## src/rtl/li_rr_arbiter_pkg.sv

```systemverilog
// ---------------------------------------------------------------------------
// li_rr_arbiter_pkg
//   Shared definitions for the latency-insensitive round-robin merge arbiter:
//   handshake constants, a transfer helper and the cyclic first-set search
//   used by the grant logic.
// ---------------------------------------------------------------------------
package li_rr_arbiter_pkg;

    // Backpressure encodings on a valid/bp channel.
    localparam logic LI_BP_STALL = 1'b1;
    localparam logic LI_BP_READY = 1'b0;

    // Upper bound on requesters the search function handles.
    localparam int unsigned LI_MAX_INPUTS = 64;
    localparam int unsigned LI_MAX_IDX_W  = $clog2(LI_MAX_INPUTS);

    typedef struct packed {
        logic                    found;
        logic [LI_MAX_IDX_W-1:0] idx;
    } li_first_set_t;

    // A token moves when the sender is valid and the receiver is not stalling.
    function automatic logic li_xfer(input logic valid, input logic bp);
        return valid & ~bp;
    endfunction

    // First set bit of req[num-1:0], scanning start, start+1, ..., wrapping
    // back to start-1. The loop has a constant bound so it unrolls cleanly.
    function automatic li_first_set_t li_cyclic_first_set(
        input logic [LI_MAX_INPUTS-1:0] req,
        input int unsigned              num,
        input int unsigned              start
    );
        li_first_set_t res;
        int unsigned   pos;
        res = '0;
        for (int unsigned k = 0; k < LI_MAX_INPUTS; k++) begin
            if (k < num) begin
                pos = start + k;
                if (pos >= num) pos = pos - num;
                if (!res.found && req[pos]) begin
                    res.found = 1'b1;
                    res.idx   = LI_MAX_IDX_W'(pos);
                end
            end
        end
        return res;
    endfunction

endpackage

```

## src/rtl/li_arb_outbuf.sv

```systemverilog
// ---------------------------------------------------------------------------
// li_arb_outbuf
//   Two-slot {data, idx} output buffer. Slot 1 always drives the output;
//   slot 2 catches a token arriving while slot 1 is held, so the upstream
//   side keeps full throughput while the output stays registered.
// Ports:
//   clk, resetn          clock, synchronous active-low reset
//   d_data/d_idx/d_valid incoming token
//   d_bp                 stall to the producer (both slots full)
//   q_data/q_idx/q_valid head token (slot 1)
//   q_bp                 downstream backpressure
// ---------------------------------------------------------------------------
module li_arb_outbuf
    import li_rr_arbiter_pkg::*;
#(
    parameter int Width    = 8,
    parameter int IdxWidth = 2
) (
    input  logic                clk,
    input  logic                resetn,
    input  logic [Width-1:0]    d_data,
    input  logic [IdxWidth-1:0] d_idx,
    input  logic                d_valid,
    output logic                d_bp,
    output logic [Width-1:0]    q_data,
    output logic [IdxWidth-1:0] q_idx,
    output logic                q_valid,
    input  logic                q_bp
);

    logic [Width-1:0]    r_data1, r_data2;
    logic [IdxWidth-1:0] r_idx1, r_idx2;
    logic                r_valid1, r_valid2;
    logic                w_incoming, w_outgoing;

    assign d_bp       = (r_valid1 & r_valid2) ? LI_BP_STALL : LI_BP_READY;
    assign w_incoming = li_xfer(d_valid, d_bp);
    assign w_outgoing = li_xfer(r_valid1, q_bp);

    // NOTE: sequential state uses non-blocking assignments so every register
    // samples pre-edge values regardless of statement order.
    always_ff @(posedge clk) begin
        if (!resetn) begin
            r_valid1 <= 1'b0;
            r_valid2 <= 1'b0;
        end else if (w_incoming && w_outgoing) begin
            // Occupancy unchanged: slot 1 stays full, slot 2 keeps its state.
        end else if (w_outgoing) begin
            r_valid1 <= r_valid2;
            r_valid2 <= 1'b0;
        end else if (w_incoming) begin
            if (!r_valid1) r_valid1 <= 1'b1;
            else           r_valid2 <= 1'b1;
        end
    end

    // NOTE: payload registers carry no reset; they are only observed behind
    // the valid flags, so clearing them would buy nothing.
    always_ff @(posedge clk) begin
        if (w_incoming && w_outgoing) begin
            if (r_valid2) begin
                r_data1 <= r_data2;
                r_idx1  <= r_idx2;
                r_data2 <= d_data;
                r_idx2  <= d_idx;
            end else begin
                r_data1 <= d_data;
                r_idx1  <= d_idx;
            end
        end else if (w_outgoing) begin
            r_data1 <= r_data2;
            r_idx1  <= r_idx2;
        end else if (w_incoming) begin
            if (!r_valid1) begin
                r_data1 <= d_data;
                r_idx1  <= d_idx;
            end else begin
                r_data2 <= d_data;
                r_idx2  <= d_idx;
            end
        end
    end

    assign q_data  = r_data1;
    assign q_idx   = r_idx1;
    assign q_valid = r_valid1;

endmodule

```

## src/rtl/li_rr_arbiter.sv

```systemverilog
// ---------------------------------------------------------------------------
// li_rr_arbiter
//   N-to-1 round-robin merge for latency-insensitive valid/bp channels.
//   Combinational grant from a rotating pointer feeds a two-slot registered
//   output buffer (li_arb_outbuf).
// Ports:
//   clk, resetn   clock, synchronous active-low reset
//   in_data       packed channel data, channel i at [i*Width +: Width]
//   in_valid      per-channel token valid
//   in_last       (LI_ARB_LOCK_EN only) marks the final token of a burst
//   in_bp         per-channel backpressure (all high during reset)
//   out_data      head token data
//   out_idx       head token source channel
//   out_valid     head token valid
//   out_bp        downstream backpressure
// Build option:
//   LI_ARB_LOCK_EN  once a channel's token with in_last=0 is accepted, the
//                   arbiter serves only that channel until its in_last=1
//                   token is accepted.
// ---------------------------------------------------------------------------
module li_rr_arbiter
    import li_rr_arbiter_pkg::*;
#(
    parameter  int NumInputs = 4,
    parameter  int Width     = 8,
    localparam int IdxWidth  = $clog2(NumInputs)
) (
    input  logic                       clk,
    input  logic                       resetn,
    input  logic [NumInputs*Width-1:0] in_data,
    input  logic [NumInputs-1:0]       in_valid,
`ifdef LI_ARB_LOCK_EN
    input  logic [NumInputs-1:0]       in_last,
`endif
    output logic [NumInputs-1:0]       in_bp,
    output logic [Width-1:0]           out_data,
    output logic [IdxWidth-1:0]        out_idx,
    output logic                       out_valid,
    input  logic                       out_bp
);

    logic [NumInputs-1:0]     w_req;
    logic [LI_MAX_INPUTS-1:0] w_req_ext;
    li_first_set_t            w_first;
    logic [NumInputs-1:0]     w_grant;
    logic [IdxWidth-1:0]      w_winner;
    logic [IdxWidth-1:0]      w_next_ptr;
    logic [Width-1:0]         w_win_data;
    logic                     w_buf_bp;
    logic                     w_accept;
    logic                     w_incoming;
    logic [IdxWidth-1:0]      r_ptr;

`ifdef LI_ARB_LOCK_EN
    logic                r_lock;
    logic [IdxWidth-1:0] r_lock_idx;

    // While locked only the owning channel may compete.
    assign w_req = r_lock ? (in_valid & (NumInputs'(1) << r_lock_idx)) : in_valid;

    always_ff @(posedge clk) begin
        if (!resetn) begin
            r_lock     <= 1'b0;
            r_lock_idx <= '0;
        end else if (w_incoming) begin
            r_lock     <= ~in_last[w_winner];
            r_lock_idx <= w_winner;
        end
    end
`else
    assign w_req = in_valid;
`endif

    // NOTE: every always_comb output gets a default first, so no path can
    // leave a value held and infer a latch.
    always_comb begin
        w_req_ext                  = '0;
        w_req_ext[NumInputs-1:0]   = w_req;
        w_first  = li_cyclic_first_set(w_req_ext, NumInputs, 32'(r_ptr));
        w_winner = IdxWidth'(w_first.idx);
        w_grant  = '0;
        if (w_first.found) w_grant[w_winner] = 1'b1;
        w_win_data = '0;
        for (int i = 0; i < NumInputs; i++) begin
            if (w_grant[i]) w_win_data = in_data[i*Width +: Width];
        end
    end

    assign w_accept   = ~w_buf_bp;
    assign w_incoming = w_first.found & w_accept;
    assign in_bp      = resetn ? ~(w_grant & {NumInputs{w_accept}}) : '1;

    // Explicit wrap keeps non-power-of-two channel counts in range.
    assign w_next_ptr = (int'(w_winner) == NumInputs - 1) ? '0 : w_winner + IdxWidth'(1);

    always_ff @(posedge clk) begin
        if (!resetn)         r_ptr <= '0;
        else if (w_incoming) r_ptr <= w_next_ptr;
    end

    li_arb_outbuf #(
        .Width    (Width),
        .IdxWidth (IdxWidth)
    ) u_outbuf (
        .clk     (clk),
        .resetn  (resetn),
        .d_data  (w_win_data),
        .d_idx   (w_winner),
        .d_valid (w_first.found),
        .d_bp    (w_buf_bp),
        .q_data  (out_data),
        .q_idx   (out_idx),
        .q_valid (out_valid),
        .q_bp    (out_bp)
    );

endmodule

```

## config.mk

```make
export PLATFORM = sky130hd
export DESIGN_NAME = li_rr_arbiter
export DESIGN_NICKNAME = d
export VERILOG_FILES = /design/src/rtl/li_rr_arbiter_pkg.sv /design/src/rtl/li_arb_outbuf.sv /design/src/rtl/li_rr_arbiter.sv
export SDC_FILE = /design/constraint.sdc
export NUM_CORES = 1
export LEC_CHECK = 0
export ABC_AREA = 0
export CORE_AREA = 8 8 77 79
export CTS_CLUSTER_DIAMETER = 100
export DETAILED_ROUTE_END_ITERATION = 12
export DIE_AREA = 0 0 85 87
export GPL_TIMING_DRIVEN = 0
export MAX_ROUTING_LAYER = met4
export PLACE_DENSITY_LB_ADDON = 0.08
export SYNTH_ARGS = -nofsm -noshare
export SYNTH_HDL_FRONTEND = slang
export SYNTH_SLANG_ARGS = --single-unit
```

## constraint.sdc

```tcl
create_clock -name clk -period 3.8 [get_ports clk]
set_input_delay 0.76 -clock clk [delete_from_list [all_inputs] [get_ports clk]]
set_output_delay 0.76 -clock clk [all_outputs]
set_load 0.01 [all_outputs]
```

Word level (Yosys, flattened, before mapping)
Index checks and enable logic that the tools add are counted.
{"block": "totals", "ff_bits": 24, "in_bits": 39, "output_inout_bits": 15}
{"block": "classes", "addsub": 8, "magnitude_cmp": 10, "eq_ne": 4, "mux": 51, "bitwise_logic": 8, "n_reduce_logical": 17}
{"operator": "less-than comparator 32 x 7 -> 1 bit (second input constant)", "count": 4}
{"operator": "2-to-1 mux 32 bit", "count": 4}
{"operator": "2-to-1 mux 8 bit", "count": 14}
{"operator": "2-to-1 mux 7 bit", "count": 4}
{"operator": "binary-select mux 1 bit (select 6 bit)", "count": 4}
{"operator": "2-to-1 mux 2 bit", "count": 11}
{"operator": "subtractor 3 x 3 -> 4 bit (second input constant)", "count": 3}
{"operator": "2-to-1 mux 1 bit", "count": 11}
{"operator": ">= comparator 3 bit (second input constant)", "count": 3}
{"operator": "2-to-1 mux 4 bit", "count": 2}
{"operator": "nonzero test 2 bit", "count": 4}
{"operator": "adder 2 x 2 -> 3 bit (second input constant)", "count": 2}
{"operator": "logical AND 1 bit", "count": 5}
{"operator": "bitwise AND 4 bit", "count": 1}
{"operator": "inverter 4 bit", "count": 1}
{"operator": "AND reduction 2 bit", "count": 2}
{"operator": "AND reduction 4 bit", "count": 1}
{"operator": "subtractor 2 x 3 -> 4 bit (second input constant)", "count": 1}
{"operator": "adder 2 x 1 -> 3 bit (second input constant)", "count": 1}
{"operator": "bitwise AND 1 bit", "count": 3}
{"operator": ">= comparator 2 x 3 -> 1 bit (second input constant)", "count": 1}
{"operator": "logical NOT 1 bit", "count": 3}
{"operator": "less-than comparator 2 x 3 -> 1 bit (second input constant)", "count": 1}
{"operator": "inequality test 3 bit (second input constant)", "count": 1}
{"operator": "9 further kinds", "count": 11}

Longest topological paths before layout
{"block": "depth", "depth_word": 27, "depth_mapped": 19, "depth_no_buf": 14}

By module
Synthesis repeated with hierarchy kept, for this count alone.
{"block": "unflattened", "cells_unflattened": 179, "area_unflattened_um2": 1888.1}
{"mod": "li_rr_arbiter", "n_inst": 1, "cells_each": 125, "area_per_inst_um2": 967.2, "seq_area_each_um2": 40.0}
{"mod": "li_arb_outbuf", "n_inst": 1, "cells_each": 54, "area_per_inst_um2": 920.9, "seq_area_each_um2": 640.6}

Worst setup path after synthesis
No wires, ideal clock.
{"block": "synth_path", "path_type": "reg-to-reg", "start": "reg r_ptr[0]", "end": "reg u_outbuf.r_data2[0], enable pin", "setup_ns": 0.380, "t_arrival_ns": 3.166, "required_time_ns": 3.420, "setup_slack_ns": 0.254, "stages_incl_launch_ff": 13, "n_path_buf": 2, "cell_sequence": "dfxtp_1 -> buf_6 -> inv_1 -> ha_1 -> buf_2 -> mux2i_1 -> o22ai_1 -> nor4_2 -> a21o_1 -> inv_1 -> ha_1 -> or4b_1 -> a21oi_1"}
{"block": "synth_between", "elab_chain_len": 18, "elab_cells_between_ends": 40}
{"element": "from (decl)", "line": "li_rr_arbiter.sv:52", "text": "logic [IdxWidth-1:0] r_ptr;"}
{"element": "from (signal assigned)", "line": "li_rr_arbiter.sv:98", "text": "else if (w_incoming) r_ptr <= w_next_ptr;"}
{"element": "branches (longest 13 deep; another with subtractor 3 x 3 -> 4 bit)"}
{"element": "2-to-1 mux 7 bit (*)", "line": "li_rr_arbiter_pkg.sv:41", "text": "if (!res.found && req[pos]) begin"}
{"element": "bitwise AND 1 bit (*)", "line": "li_rr_arbiter_pkg.sv:24", "text": "return valid & ~bp;"}
{"element": "via u_outbuf.w_incoming", "line": "li_arb_outbuf.sv:34", "text": "logic w_incoming, w_outgoing;"}
{"element": "logical AND 1 bit", "line": "li_arb_outbuf.sv:60", "text": "if (w_incoming && w_outgoing) begin"}
{"element": "inequality test 2 x 1 -> 1 bit (no line), or another cell as far along"}
{"element": "AND reduction 4 bit (no line) (*)"}
{"element": "to (signal assigned)", "line": "li_arb_outbuf.sv:64", "text": "r_data2 <= d_data;"}
{"element": "to (signal assigned)", "line": "li_arb_outbuf.sv:78", "text": "r_data2 <= d_data;"}
{"element": "to (decl)", "line": "li_arb_outbuf.sv:31", "text": "logic [Width-1:0] r_data1, r_data2;"}
Mark *: on every way through the listed nets, which the timed path passes. The select of a mux whose other input is x is not followed.
A chain may end at the register's enable or synchronous reset.

Worst setup path in the final report
{"block": "layout_path", "start": "reg r_ptr[0]", "end": "out in_bp[0]"}
{"block": "layout_between", "elab_chain_len": 22, "elab_cells_between_ends": 42}
{"element": "branches (longest 13 deep; another with subtractor 3 x 3 -> 4 bit)"}
{"element": "2-to-1 mux 7 bit (*)", "line": "li_rr_arbiter_pkg.sv:41"}
{"element": "less-than comparator 2 x 3 -> 1 bit (implied by the code) or >= comparator 2 x 1 -> 1 bit (tied branches)", "line": "li_rr_arbiter.sv:82", "text": "if (w_first.found) w_grant[w_winner] = 1'b1;"}
{"element": "logical AND 1 bit (implied by the code)", "line": "li_rr_arbiter.sv:82"}
{"element": "2-to-1 mux 1 bit (implied by the code)", "line": "li_rr_arbiter.sv:82"}
{"element": "demux 1 bit (select 2 bit)", "line": "li_rr_arbiter.sv:82"}
{"element": "2-to-1 mux 4 bit (*)", "line": "li_rr_arbiter.sv:82"}
{"element": "bitwise AND 4 bit (*)", "line": "li_rr_arbiter.sv:91", "text": "assign in_bp = resetn ? ~(w_grant & {NumInputs{w_accept}}) : '1;"}
{"element": "inverter 4 bit (*)", "line": "li_rr_arbiter.sv:91"}
{"element": "2-to-1 mux 4 bit (*)", "line": "li_rr_arbiter.sv:91"}
{"element": "to (decl)", "line": "li_rr_arbiter.sv:35", "text": "output logic [NumInputs-1:0] in_bp,"}
Every way passes the cells marked *. The select of a mux whose other input is x is not followed.

==> flow_summary.ini <==
[finish]
stdcell_area_um2 = 2670
final.fill_count = 452
final_nets = 308
multiInputGateArea_um2 = 1099
final_cells = 314
seqCellArea_um2 = 684.4
drive_gt1_frac = 0.2248
area_growth_pct = 48.30
diodes = 0

[clock_network]
clock_path_buffers = 2
ctsHoldBuffers = 0
htree_levels = 1
cts_tree = built
numCtsBuffers = 3
clkLatencyLatePin_ns = 0.28
clk_transition_reported_paths_ns = 0.09
root_buffer = clkbuf_8
cts.sinks = 24

[detailed_routing]
num_vias = 1714
drtPass1Iterations = 4
wirelength_um = 5623
drt_iter0_drc = 126
wl_per_cell_um = 17.91
drc = 0
routed_via_density = 5.459
postRouteAntennaNets = 0

[timing]
period_needed_ns = 3.658
worst-slew-pin-transition_ns = 1.274
relSlewSlack = 0.1265
skew_ns = 0.001334
setup_violations = 0
postLayoutSetupSlackWorst_ns = 0.1425
hold_viol = 0
final.period_utilization = 0.9625
setup_tns_ns = 0
slew_viol_final = 0
clock.fmax_ghz = 0.2734

[synthesis]
yosys_most_used_dff = edfxtp_1
ys_async_sr_fraction = 0
syn_nets = 241
yosysMostFrequentCell = nor2_1
synthCells = 192
netlist_top_cells_count = nor2_1, nand2_1, edfxtp_1
synth_top_area_frac = 0.3336
synth_edf_count = 20
yosys-top-cells-area = edfxtp_1, ha_1, nor2_1
synth_seq_area_share = 0.3780
yosysTopAreaCell = edfxtp_1
ys_seq_elements = 24
synth_area_um2 = 1800
synth_cell_types = 42
yosysWarnings = 0
synth.avg_cell_area_um2 = 9.377

[place]
dp_hpwl_um = 3928
dp.cells = 301
dpl_cell_area_um2 = 2401
place_ws_ns = -0.9063
gp_congestion = 0.7837
port_buffers = 53

[global_routing]
grt_pass1_vias = 1767
grt_max_degree = 15
grt.overflow.total = 0
antenna_found_initial = 0
grt_usage = 0.1550
grt_pass1_wl_um = 8845

[worst_hold_path]
hp-start = u_outbuf.r_idx2[0]$_DFFE_PP_
hold_class = reg -> reg
min_delay_path_depth = 1

[power_and_ir_drop]
power_density_nw_per_um2 = 934.2
leakage_nw = 1.028
p_total_mw = 2.494
irDropWorstVdd_mv = 0.3676

[worst_setup_path]
required_ns = 3.04
slowest_delay_ns = 0.41
worstPathArrival_ns = 2.90
worst_setup_path_start_kind = flip-flop
cp_common_cell = buf_4
r2r-start = r_ptr[0]$_SDFFE_PN0P_
path_cells = buf_6 > inv_1 > ha_1 > clkbuf_4 > or3_4 > and4bb_4 > a21oi_4 > buf_8 > buf_4 > buf_4 > nand3_1 > dlygate4sd2_1
rrSetupSlack_ns = 0.20
reg2reg_to = u_outbuf.q_data[1]$_DFFE_PP_
worstSetupEndpointType = output port
worstSetupEndpoint = in_bp[0]
cp-startpoint = r_ptr[0]$_SDFFE_PN0P_
reg2reg_depth = 17
slowest_stage = or3_4
path_class = reg -> out
critPathMaxFanout = 10

[floorplanning]
core_um2 = 4847
die_h_um = 87
initial_core_util = 0.3715
die_w_um = 85
die_area_um2 = 7395
std_cell_rows = 26
pin_count = 54

[run]
maxCapViolations = 0

[outcome]
outcome = completed
## worst min-delay path by stage
stage | endpoint | slack, ns
2_1_floorplan | u_outbuf.q_idx[0]$_DFFE_PP_ | 0.52
3_3_place_gp | u_outbuf.q_valid$_SDFFE_PN0P_ | 0.55
3_5_place_dp | u_outbuf.q_idx[0]$_DFFE_PP_ | 0.54
4_1_cts | u_outbuf.q_idx[0]$_DFFE_PP_ | 0.57
5_1_grt | u_outbuf.q_idx[0]$_DFFE_PP_ | 0.59
6_report | u_outbuf.q_idx[0]$_DFFE_PP_ | 0.57
## routing by layer
metal | wire (um) | vias to the layer above | global-route usage
met5 | 0 | - | -
met4 | 58 | 0 | 0.05178
met3 | 337 | 8 | 0.02547
met2 | 2640 | 72 | 0.2436
met1 | 2586 | 791 | 0.1974
li1 | - | 843 | -
## registers in the layout, indices dropped and copies added, names as in the netlist
name / count
r_ptr: 2
u_outbuf.q_valid: 1
u_outbuf.q_idx: 2
u_outbuf.r_data2: 8
u_outbuf.q_data: 8
u_outbuf.r_valid2: 1
u_outbuf.r_idx2: 2
## cell usage in the layout, fill, tap and decap left out, types with 2 or more instances in the layout
cell type / synthesis / routed
clkdlybuf4s50_1: 0 / 45
clkbuf_2: 0 / 4
inv_1: 6 / 5
mux2_2: 3 / 3
ha_1: 10 / 7
nor2b_1: 3 / 3
a21oi_1: 13 / 12
mux2i_2: 0 / 2
buf_8: 0 / 2
a41oi_2: 6 / 6
dlygate4sd2_1: 0 / 5
o22ai_1: 10 / 9
a41oi_1: 2 / 2
mux2i_1: 7 / 4
inv_2: 2 / 2
a21oi_2: 1 / 2
buf_4: 3 / 14
o21ai_0: 9 / 9
ha_4: 0 / 3
clkbuf_8: 0 / 5
nand3_1: 2 / 2
a221oi_1: 8 / 8
nor2_1: 27 / 27
dfxtp_1: 4 / 3
nand2b_1: 2 / 2
nand2_1: 23 / 23
a21o_1: 3 / 3
edfxtp_1: 20 / 20
## power by group
group / switching [mW] / leakage [nW] / internal (mW) / total (mW)
combinational: 0.905 / 0.758 / 0.794 / 1.70
clock: 0.0974 / 0.0357 / 0.141 / 0.239
sequential: 0.0476 / 0.234 / 0.510 / 0.557
total: 1.05 / 1.03 / 1.44 / 2.49
## worst max-delay path, delay by kind of cell, from the launching register on
family / cells / cell delay [ns]
buffers and inverters: 7 / 1.10
AND/OR/NAND/NOR: 3 / 0.72
flip-flops: 1 / 0.36
adder cells (fa/ha/maj): 1 / 0.28
AO/OA/AOI/OAI: 1 / 0.14
## per-stage QoR
step | hold slack, ns | utilization
final | 0.5671 | 0.5509
after global routing | 0.5933 | 0.5509
after CTS | 0.5666 | 0.5343
after detailed placement | 0.5394 | 0.4954
after global placement | 0.5502 | 0.4954
after floorplan | 0.5248 | -
## kinds of logic after synthesis
logic type	synth area share
simple gates	0.1793
compound gates	0.2543
flops	0.3780
buf+inv	0.06115
mux	0.05768
fa+ha+maj	0.06949
## cell type report
cell class                 count  share of cell area
timing repair buffer          65              0.2273
clock buffer                   3             0.01546
tap                           56             0.02624
clock inverter                 1             0.01125
sequential                    24              0.2563
multi-input combinational    146              0.4114
inverter                       8             0.01265
buffer                        11             0.03936
## timing repair
action,4_1_cts,5_1_grt
setup buffers,6,6
hold endpoints to repair,0,0
pin swaps,4,2
setup endpoints to repair,25,23
gates resized for setup,30,13
Power figures use the tool's default switching activity.
